File: src/rtl/sprite_cmd_if.sv
// Avalon-MM slave bus between the CPU bridge and the sprite command scheduler.
// A push is accepted on any cycle with chipselect & write & ~address; there is no
// waitrequest, so a push into a full FIFO with no pop that cycle is dropped and flagged.
interface sprite_cmd_if;
  logic        chipselect;
  logic        write;
  logic        address;
  logic [31:0] writedata;
  logic [31:0] readdata;

  modport master (
    output chipselect, write, address, writedata,
    input  readdata
  );

  modport slave (
    input  chipselect, write, address, writedata,
    output readdata
  );
endinterface

File: src/rtl/sprite_cmd_scheduler.sv
// Buffers CPU sprite commands and drains them one per cycle onto the display command
// bus, holding each buffer-swap command until the next vertical-blank entry.
module sprite_cmd_scheduler #(
  parameter int          FIFO_DEPTH  = 16,
  parameter int          VBLANK_LINE = 480,
  parameter logic [31:0] NOP_WORD    = 32'h0000_0000
) (
  input  logic              clk,
  input  logic              reset,
  sprite_cmd_if.slave       bus,
  input  logic [9:0]        hcount,
  input  logic [9:0]        vcount,
  output logic [31:0]       cmd_out,
  output logic              front_buffer,
  output logic              frame_done,
  output logic [0:0]        fsm_state
);
  localparam int             AW       = $clog2(FIFO_DEPTH);
  localparam int             CW       = AW + 1;
  localparam logic [CW-1:0]  FULL_CNT = CW'(FIFO_DEPTH);
  localparam logic [9:0]     VB_LINE  = 10'(VBLANK_LINE);
  localparam logic [3:0]     CMD_SWAP = 4'b1111;

  localparam logic [0:0] S_DRAIN     = 1'b0;
  localparam logic [0:0] S_SWAP_WAIT = 1'b1;

  logic [31:0]   mem [FIFO_DEPTH];
  logic [AW-1:0] rd_ptr, wr_ptr;
  logic [CW-1:0] count;
  logic [0:0]    state;
  logic [31:0]   swap_reg;
  logic          overflow;
  logic          vblank_q;

  logic        push_req, ctrl_wr, flush, clr_ovf;
  logic        empty, full, pop, push_ok;
  logic        vblank, vb_rise;
  logic [31:0] head;

  // hcount is carried for timing context only; the scheduler keys off vcount.
  logic unused_hcount;
  assign unused_hcount = ^hcount;

  assign push_req = bus.chipselect & bus.write & ~bus.address;
  assign ctrl_wr  = bus.chipselect & bus.write & bus.address;
  assign flush    = ctrl_wr & bus.writedata[1];
  assign clr_ovf  = ctrl_wr & bus.writedata[0];

  assign empty   = (count == '0);
  assign full    = (count == FULL_CNT);
  assign head    = mem[rd_ptr];
  assign pop     = (state == S_DRAIN) & ~empty & ~flush;
  assign push_ok = push_req & (~full | pop);

  assign vblank  = (vcount >= VB_LINE);
  assign vb_rise = vblank & ~vblank_q;

  assign fsm_state = state;

  always_comb begin
    bus.readdata = '0;
    if (bus.address) begin
      bus.readdata[15:8] = 8'(count);
      bus.readdata[2]    = (state == S_SWAP_WAIT);
      bus.readdata[1]    = front_buffer;
      bus.readdata[0]    = overflow;
    end
  end

  // Storage carries no reset; validity is tracked entirely by the pointers and count.
  always_ff @(posedge clk) begin
    if (push_ok) mem[wr_ptr] <= bus.writedata;
  end

  always_ff @(posedge clk or posedge reset) begin
    if (reset) begin
      rd_ptr       <= '0;
      wr_ptr       <= '0;
      count        <= '0;
      state        <= S_DRAIN;
      swap_reg     <= NOP_WORD;
      cmd_out      <= NOP_WORD;
      front_buffer <= 1'b0;
      frame_done   <= 1'b0;
      overflow     <= 1'b0;
      vblank_q     <= 1'b0;
    end else begin
      vblank_q   <= vblank;
      frame_done <= 1'b0;

      if (clr_ovf)
        overflow <= 1'b0;
      else if (push_req & full & ~pop)
        overflow <= 1'b1;

      if (flush) begin
        rd_ptr  <= '0;
        wr_ptr  <= '0;
        count   <= '0;
        state   <= S_DRAIN;
        cmd_out <= NOP_WORD;
      end else begin
        if (push_ok) wr_ptr <= wr_ptr + AW'(1);
        if (pop)     rd_ptr <= rd_ptr + AW'(1);
        if (push_ok & ~pop)
          count <= count + CW'(1);
        else if (pop & ~push_ok)
          count <= count - CW'(1);

        case (state)
          S_DRAIN: begin
            if (empty) begin
              cmd_out <= NOP_WORD;
            end else if (head[20:17] == CMD_SWAP) begin
              swap_reg <= head;
              cmd_out  <= NOP_WORD;
              state    <= S_SWAP_WAIT;
            end else begin
              cmd_out <= head;
            end
          end
          default: begin
            // Later commands target the new back buffer, so nothing pops until the swap issues.
            if (vb_rise) begin
              cmd_out      <= swap_reg;
              front_buffer <= swap_reg[13];
              frame_done   <= 1'b1;
              state        <= S_DRAIN;
            end else begin
              cmd_out <= NOP_WORD;
            end
          end
        endcase
      end
    end
  end
endmodule

File: src/flat_wrapper.sv
// flat-port wrapper written by rule: the top's interface ports become plain ports
module sprite_cmd_scheduler_flat 
#(
  parameter int          FIFO_DEPTH  = 16,
  parameter int          VBLANK_LINE = 480,
  parameter logic [31:0] NOP_WORD    = 32'h0000_0000
)
  (clk, reset, hcount, vcount, cmd_out, front_buffer, frame_done, fsm_state, bus_chipselect, bus_write, bus_address, bus_writedata, bus_readdata);
  sprite_cmd_if bus_i ();
  input  logic clk;
  input  logic reset;
  input  logic [9:0] hcount;
  input  logic [9:0] vcount;
  output logic [31:0] cmd_out;
  output logic front_buffer;
  output logic frame_done;
  output logic [0:0] fsm_state;
  input wire logic [$bits(bus_i.chipselect)-1:0] bus_chipselect;
  input wire logic [$bits(bus_i.write)-1:0] bus_write;
  input wire logic [$bits(bus_i.address)-1:0] bus_address;
  input wire logic [$bits(bus_i.writedata)-1:0] bus_writedata;
  output wire logic [$bits(bus_i.readdata)-1:0] bus_readdata;
  assign bus_i.chipselect = bus_chipselect;
  assign bus_i.write = bus_write;
  assign bus_i.address = bus_address;
  assign bus_i.writedata = bus_writedata;
  assign bus_readdata = bus_i.readdata;
  sprite_cmd_scheduler #(.FIFO_DEPTH(FIFO_DEPTH), .VBLANK_LINE(VBLANK_LINE), .NOP_WORD(NOP_WORD)) u_core (.clk(clk), .reset(reset), .bus(bus_i), .hcount(hcount), .vcount(vcount), .cmd_out(cmd_out), .front_buffer(front_buffer), .frame_done(frame_done), .fsm_state(fsm_state));
endmodule
File: config.mk
export PLATFORM = sky130hd
export DESIGN_NAME = sprite_cmd_scheduler_flat
export DESIGN_NICKNAME = d
export VERILOG_FILES = /design/src/rtl/sprite_cmd_if.sv /design/src/rtl/sprite_cmd_scheduler.sv /design/src/flat_wrapper.sv
export SDC_FILE = /design/constraint.sdc
export NUM_CORES = 1
export LEC_CHECK = 0
export BUFFER_PORTS_ARGS = -buffer_cell sky130_fd_sc_hd__buf_2
export CORE_AREA = 5 5 221 223
export CTS_CLUSTER_SIZE = 24
export DETAILED_ROUTE_END_ITERATION = 8
export DIE_AREA = 0 0 226 228
export PLACE_DENSITY_LB_ADDON = 0.1
export SYNTH_ARGS = -nofsm -noshare
export SYNTH_HDL_FRONTEND = slang
export SYNTH_SLANG_ARGS = --single-unit
File: constraint.sdc
create_clock -name clk -period 5 [get_ports clk]
set_input_delay 0.5 -clock clk [delete_from_list [all_inputs] [get_ports clk]]
set_output_delay 0.5 -clock clk [all_outputs]
set_load 0.005 [all_outputs]
* Yosys cells after proc, flatten, opt, wreduce, memory -nomap -nowiden
Memory sizes are Yosys's and may differ from the RTL's.
Cells that the tools add are included.
** Storage, ports and cells
- Register bits after elaboration :: 82
- Memory bits (writable) :: 512
- Bits of input ports :: 57
- Output and inout port bits :: 67
- Logic and storage cells :: 73
- Memories kept :: 1
** Operators by class
- Add/subtract/negate cells :: 4
- Magnitude comparators :: 1
- Equal/unequal tests :: 2
- Multiplexer cells :: 26
- Bitwise logic cells :: 22
- Reductions and logical operators :: 7
** Memories
- u_core.mem :: words 16, width 32, rd ports 1, clocked after memory_dff 0, write ports 1, line sprite_cmd_scheduler.sv:27 : logic [31:0] mem [FIFO_DEPTH];
** Operators by type and width (count)
- $mux W32 :: 5
- $mux W5 :: 4
- $mux W4 :: 4
- $and A1 B1 Y1 :: 13
- $mux W1 :: 12
- $ge A10 B9 Y1 const B :: 1
- $add A4 B1 Y4 const B :: 2
- $not A1 Y1 :: 8
- $reduce_bool A2 Y1 :: 3
- $add A5 B1 Y5 const B :: 1
- $eq A5 B5 Y1 const B :: 1
- $logic_not A5 Y1 :: 1
- $sub A5 B1 Y5 const B :: 1
- $eq A4 B4 Y1 const B :: 1
- $reduce_and A4 Y1 :: 1
- $mux W3 :: 1
- $reduce_and A3 Y1 :: 1
- $reduce_bool A3 Y1 :: 1
- $or A1 B1 Y1 :: 1

* Longest topological paths before layout
Gate-level depths: netlist (run 1).
- Depth after elaboration :: 12
- Depth in mapped cells :: 14
- Gate-level depth less buffers :: 14

* Worst setup path after synthesis (run 1)
OpenSTA, ideal clock, no wires.
- Path type :: input port to flip-flop
- Start :: in bus_address
- End :: mem u_core.mem[4][0], enable pin
- Setup time :: 0.461 ns
- Data arrival time :: 3.830 ns
- Data required time :: 4.539 ns
- Slack :: 0.709 ns
- Stages :: 4
- Buffers on the path :: 1
- Path through :: clkbuf_1 > a311oi_1 > nand2_1 > nor3_1
** Between the ends
- Cells in the longest elaborated chain, start to end :: 8
- Elaborated cells between the ends (all ways) :: 10
- Classes of those cells :: mux (2); bitwise (8)
** RTL lines
- from (decl) :: line flat_wrapper.sv:20 : input wire logic [$bits(bus_i.address)-1:0] bus_address;
- $and A1 B1 Y1 :: line sprite_cmd_scheduler.sv:45 : assign ctrl_wr = bus.chipselect & bus.write & bus.address;
- $and A1 B1 Y1 :: line sprite_cmd_scheduler.sv:46 : assign flush = ctrl_wr & bus.writedata[1];
- $not A1 Y1 (no source line)
- $and A1 B1 Y1 :: line sprite_cmd_scheduler.sv:52 : assign pop = (state == S_DRAIN) & ~empty & ~flush;
- $or A1 B1 Y1 :: line sprite_cmd_scheduler.sv:53 : assign push_ok = push_req & (~full | pop);
- $and A1 B1 Y1 (*) :: line sprite_cmd_scheduler.sv:53
- $mux W1 (*) :: line sprite_cmd_scheduler.sv:72 : if (push_ok) mem[wr_ptr] <= bus.writedata;
- $mux W1 (not written as such) (*) :: line sprite_cmd_scheduler.sv:72
- to (decl) :: line sprite_cmd_scheduler.sv:27
Mark *: on every way between the ends. The rest lies on a longest branch, timed or not.

* Final worst setup path (run 1)
- Start :: reg u_core.rd_ptr[0]
- End :: reg u_core.swap_reg[13]
** Between the ends
- Cells in the longest elaborated chain, start to end :: 3
** RTL lines
- from (decl) :: line sprite_cmd_scheduler.sv:28 : logic [AW-1:0] rd_ptr, wr_ptr;
- from (signal assigned) :: line sprite_cmd_scheduler.sv:104 : if (pop) rd_ptr <= rd_ptr + AW'(1);
- $mem_v2 Z16 W32 (*)
- $eq A4 B4 Y1 :: line sprite_cmd_scheduler.sv:114 : end else if (head[20:17] == CMD_SWAP) begin
- $reduce_and A4 Y1 (no source line)
- to (signal assigned) :: line sprite_cmd_scheduler.sv:81 : swap_reg <= NOP_WORD;
- to (signal assigned) :: line sprite_cmd_scheduler.sv:115 : swap_reg <= head;
- to (decl) :: line sprite_cmd_scheduler.sv:31 : logic [31:0] swap_reg;
Marked as above.
A chain may end at the register's enable or synchronous reset.

==> results.cfg, run 1 <==
[cells_and_area]
final_nets = 1221
layout-area-overhead-vs-synth_pct = 13.6
finalNonFillerCells = 1813
largest_reg_flops = 512
fin_area_sq_mm = 0.0261
drive_gt1_frac = 0.346

[power]
ir_drop_uv = 353
powerDensity_mw_per_mm2 = 549
leakage_nw = 8.87

[clocking]
cts_setup_buffers = 0
clk_path_buf_depth = 3
cts_resized = 0
h-tree-depth = 2
cts_tree = built
ctsHoldBuffers = 0
insertion_delay_ns = 0.61
numCtsBuffers = 60
cts_sinks = 594
root_buffer = clkbuf_16
clk_pin_slew_worst_paths_ns = 0.06

[synth]
muxShareOfSynthArea = 0.172
synth.yosys.seq_area_share = 0.758
synth.avg_cell_area_sq_um = 22.4
yosys_warnings = 0
synth_simple_gate_area_frac = 0.0199
synthXorXnorAreaFrac = 0.00381
synthCells = 1026
synth_flop_cell = edfxtp_1
synth_fa_ha_area_frac = 0.00631
synth_compound_area_frac = 0.0182
synth.distinct_cells = 49
synth_top_family_by_area = multiplexers
synthArstFlopShare = 0.138
synth_area_sq_mm = 0.0230
synth-edff-count = 512
ys_ff_latch = 594

[grt]
grt_max_degree = 59
grt_pass1_vias = 11000
grt_pass1_wl_mm = 74.2
grtUsageTotal = 0.195
grt-ovfl-total = 0
antenna_found_initial = 3

[floorplan]
dieArea_sq_mm = 0.0515
row_count = 79
die_h_microns = 228
start_util = 0.496
dieWidth_microns = 226
ioPinCount = 124
core_area_sq_mm = 0.0464

[setup_path]
rrSetupSlack_ns = 1.51
worstPathCellList = buf_4, buf_4, mux4_2, mux4_2, mux2_4
critPathArrivalTime_ns = 3.97
critical-path-top-delay-family = multiplexers
path_class = flop to flop
startpoint_type = flop
cpMaxStageDelayCell = buf_4
worst-path-max-fanout = 37
cpPeakStageDelay_ns = 0.71
rr_worst_depth = 5
cp.depth = 5
worst-path-buf-inv = 2
crit_path_end_kind = flop
worstPathRequired_ns = 5.48

[placement]
portBuffers = 84
gp_congestion = 0.714
place_worst_setup_slack_ns = 1.40
dp_hpwl_mm = 26.3
placed_area_sq_mm = 0.0242
placed_cells = 1698

[timing]
fin_crit_ns = 3.49
fin_skew_ns = 0.0214
min_period_over_period = 0.698
finalWorstSetupSlack_ns = 1.51
setup_viol = 0
maxSlewHeadroom = 0.216
tns_ns = 0
max_freq_mhz = 287
rsz0062_at_grt = no
hold_ws_ns = 0.0286
hold_viol = 0
slew_viol_final = 0
worst_slew_pin_slew_ns = 1.17

[detailed_routing]
drc = 0
antenna_left = 0
drtIter0Drc = 881
wl_per_cell_microns = 27.3
vias = 10500
vias_per_cell = 5.81
wirelength_mm = 49.4
drtPass1Iterations = 5

[flow_run]
maxCapViolations = 0

[status]
status = finished, final reports clean

[hold_path]
worstHoldPathType = primary input to async pin
through the flow:
step                power (mW)  utilization
floorplan                 9.03            -
global placement          10.1        0.521
detailed placement        10.1        0.521
CTS                       14.5        0.563
global route              15.1        0.563
finish                    14.3        0.563
logic make-up after synthesis:
group	count (synthesis)
mux	187
other cells	1
flops	594
xor+xnor	10
compound gates	50
fa+ha+maj	11
buf+inv	85
simple gates	88
path summary, 6_finish.rpt:
check	endpoint	from
worst max-delay path	u_core.swap_reg[13]$_DFFE_PP0P_	u_core.rd_ptr[0]$_DFFE_PP0P_
worst min-delay path	u_core.cmd_out[13]$_DFF_PP0_	reset
worst max register to register	u_core.swap_reg[13]$_DFFE_PP0P_	u_core.rd_ptr[0]$_DFFE_PP0P_
worst min register to register	u_core.swap_reg[20]$_DFFE_PP0P_	u_core.swap_reg[20]$_DFFE_PP0P_
max in group asynchronous	u_core.rd_ptr[0]$_DFFE_PP0P_	reset
min in group clk	u_core.vblank_q$_DFF_PP0_	vcount[9]
cell usage in the layout (no fill, tap or decap), drive strengths merged, types with 6 or more instances in the layout:
| cell type | n |
|---|---|
| xnor2 | 6 |
| dfrtp | 82 |
| a22o | 28 |
| inv | 9 |
| bufinv | 6 |
| buf | 118 |
| clkinv | 26 |
| a21oi | 7 |
| conb | 24 |
| clkbuf | 81 |
| nand3 | 10 |
| nand2 | 15 |
| mux2 | 29 |
| ha | 10 |
| mux4 | 156 |
| nor2 | 24 |
| and2 | 15 |
| edfxtp | 512 |
final cells by class:
type | count | area (sq um)
Antenna cell | 2 | 5.00
Clock buffer | 81 | 1650
Clock inverter | 32 | 308
Fill cell | 3427 | 20200
Inverter | 9 | 36.3
Multi-Input combinational cell | 370 | 5250
Sequential cell | 594 | 17400
Tap cell | 607 | 759
Timing Repair Buffer | 118 | 676
synthesized netlist by cell type, types with 7 or more instances:
cell type / number / area, sq um
a22o_1: 28 / 245
and2_1: 13 / 81.3
buf_1: 7 / 26.3
buf_2: 9 / 45.0
buf_4: 26 / 195
clkbuf_1: 28 / 105
dfrtp_1: 82 / 2050
edfxtp_1: 512 / 15400
ha_1: 10 / 125
inv_1: 9 / 33.8
mux2_4: 26 / 390
mux4_2: 156 / 3510
nand2_1: 15 / 56.3
nand3_1: 9 / 45.0
nor2_1: 24 / 90.1
power by group:
group | internal (mW) | switching [mW]
Clock | 2.62 | 1.81
Combinational | 2.01 | 1.81
Sequential | 5.79 | 0.299
Total | 10.4 | 3.92
metal layers:
metal / GRT usage / routed length, microns / vias to the layer above
li1: - / - / 4460
met1: 0.293 / 21600 / 5725
met2: 0.309 / 24400 / 276
met3: 0.0308 / 2580 / 66
met4: 0.0460 / 852 / 4
met5: 0 / 14 / -
(Power assumes the default switching activity.)
==> inputs of run 2 (changes only) <==
==> constraint.sdc (replaced) <==
create_clock -name clk -period 3.3 [get_ports clk]
set_input_delay 0.33 -clock clk [delete_from_list [all_inputs] [get_ports clk]]
set_output_delay 0.33 -clock clk [all_outputs]
set_load 0.005 [all_outputs]
==> results.cfg, run 2 (synthesis results as in run 1) <==
[status]
status = finished, final reports clean

[cells_and_area]
final_nets = 1238
nFillCells = 3414
largest_reg_flops = 512
final_cell_mix = edfxtp_1 (512), mux4_2 (156), buf_2 (84)
final-seq-area_sq_mm = 0.0174
multi_input_area_sq_mm = 0.00525
drive_gt1_frac = 0.352
layout-area-overhead-vs-synth_pct = 14.8
layout_commonest_cell = edfxtp_1
finalNonFillerCells = 1826

[grt]
grt_pass1_wl_mm = 74.4
grt_pass1_vias = 11000
grtUsageTotal = 0.195
grt-ovfl-total = 0
grt_max_degree = 71
antenna_found_initial = 2

[clocking]
numCtsBuffers = 59
clk_pin_slew_worst_paths_ns = 0.06
h-tree-depth = 2
clk_path_buf_depth = 3
insertion_delay_ns = 0.62
cts_sinks = 594
root_buffer = clkbuf_16
cts_tree = built

[timing]
max_freq_mhz = 335
min_period_over_period = 0.904
hold_viol = 0
slew_viol_final = 0
worst_slew_pin_slew_ns = 1.01
fin_crit_ns = 2.98
fin_skew_ns = 0.0261
tns_ns = 0
setup_viol = 0
maxSlewHeadroom = 0.330
rsz0062_at_grt = no
finalWorstSetupSlack_ns = 0.317

[floorplan]
dieArea_sq_mm = 0.0515
start_util = 0.496
dieWidth_microns = 226
die_h_microns = 228
ioPinCount = 124
row_count = 79
core_area_sq_mm = 0.0464

[setup_path]
crit_path_start = u_core.count[1]$_DFFE_PP0P_
worst-path-max-fanout = 5
crit_end = u_core.count[4]$_DFFE_PP0P_
worstPathRequired_ns = 3.82
rr_worst_depth = 13
cpMaxStageDelayCell = dfrtp_1
crit_path_end_kind = flop
startpoint_type = flop
path_class = flop to flop
reg2reg_to = u_core.count[4]$_DFFE_PP0P_
rrSetupSlack_ns = 0.32
r2r_start = u_core.count[1]$_DFFE_PP0P_
worstPathCellList = nor4_2, nand2b_1, nor2b_1, nor2b_1, inv_1, ha_1, inv_1, fa_1, a21o_1, a21oi_1, xnor2_1, or3_1, a21oi_1
cpPeakStageDelay_ns = 0.45
critPathArrivalTime_ns = 3.51

[detailed_routing]
drtIter0Drc = 971
vias_per_cell = 5.70
vias = 10400
wl_per_cell_microns = 27.0
wirelength_mm = 49.3
antenna_left = 0
drtPass1Iterations = 4
drc = 0

[flow_run]
maxCapViolations = 0

[power]
ir_drop_uv = 646
leakage_nw = 8.97
powerDensity_mw_per_mm2 = 818

[hold_path]
whs_path_depth = 2
worstHoldPathType = primary input to flop

[placement]
place_worst_setup_slack_ns = 0.210
dp_hpwl_mm = 27.0
placed_cells = 1713
gp_congestion = 0.698
portBuffers = 84
run 2: changes by cell type in the layout (fill, tap and decap cells not counted), sizes merged, moves of 2 or more:
cell,before,now
clkbuf,81,89
dlygate4sd3,0,3
bufinv,6,3
buf,118,133
inv,9,11
clkinv,26,14
run 2: power breakdown:
group          internal, mW  switching, mW  leakage (nW)
clock network          3.74           2.71         0.915
registers              8.77          0.480          5.62
logic                  3.16           2.75          2.43
total                  15.7           5.94          8.97
run 2: worst max-delay path, delay by kind of cell, from the launching register on:
family                   cells  cell delay, ns
AND/OR/NAND/NOR              5            1.00
adder cells (fa/ha/maj)      2            0.61
AO/OA/AOI/OAI                3            0.51
flip-flops                   1            0.45
buffers and inverters        2            0.23
XOR/XNOR                     1            0.09
run 2: final cells by class:
cell class,instances,share of cell area
Clock buffer,89,0.0636
Antenna cell,1,0.0000948
Clock inverter,20,0.00744
Sequential cell,594,0.660
Timing Repair Buffer,136,0.0395
Tap cell,607,0.0288
Multi-Input combinational cell,370,0.199
Inverter,9,0.00137
run 2: what timing repair did:
action	in CTS	in global routing
endpoints found under the setup margin	0	1
resized for setup	0	1
hold endpoints to repair	31	0
hold buffers	3	0
setup buffers	0	0
run 2: routing by layer:
metal / routed length, microns / GRT usage
met4: 869 / 0.0397
met5: 13 / 0
met2: 24200 / 0.313
met1: 21700 / 0.287
met3: 2520 / 0.0357
run 2: how the worst min path moves through the flow:
| stage | start | end | slack [ns] |
|---|---|---|---|
| floorplan | bus_writedata[0] | u_core.mem[0][0]$_DFFE_PP_ | 0.43 |
| global placement | u_core.swap_reg[19]$_DFFE_PP0P_ | u_core.swap_reg[19]$_DFFE_PP0P_ | 0.45 |
| detailed placement | u_core.swap_reg[20]$_DFFE_PP0P_ | u_core.swap_reg[20]$_DFFE_PP0P_ | 0.46 |
| CTS | bus_address | u_core.overflow$_DFFE_PP0P_ | 0.01 |
| global route | bus_writedata[25] | u_core.mem[14][25]$_DFFE_PP_ | 0.07 |
| finish | bus_address | u_core.overflow$_DFFE_PP0P_ | 0.05 |
run 2: metrics by stage:
step	util	cell area [sq um]	total power, mW	hold WS, ns
global placement	0.528	24500	15.4	0.452
finish	0.570	26400	21.6	0.0455
floorplan	-	23100	13.7	0.429
detailed placement	0.528	24500	15.4	0.455
global route	0.570	26400	22.7	0.0676
CTS	0.569	26400	21.9	0.0134
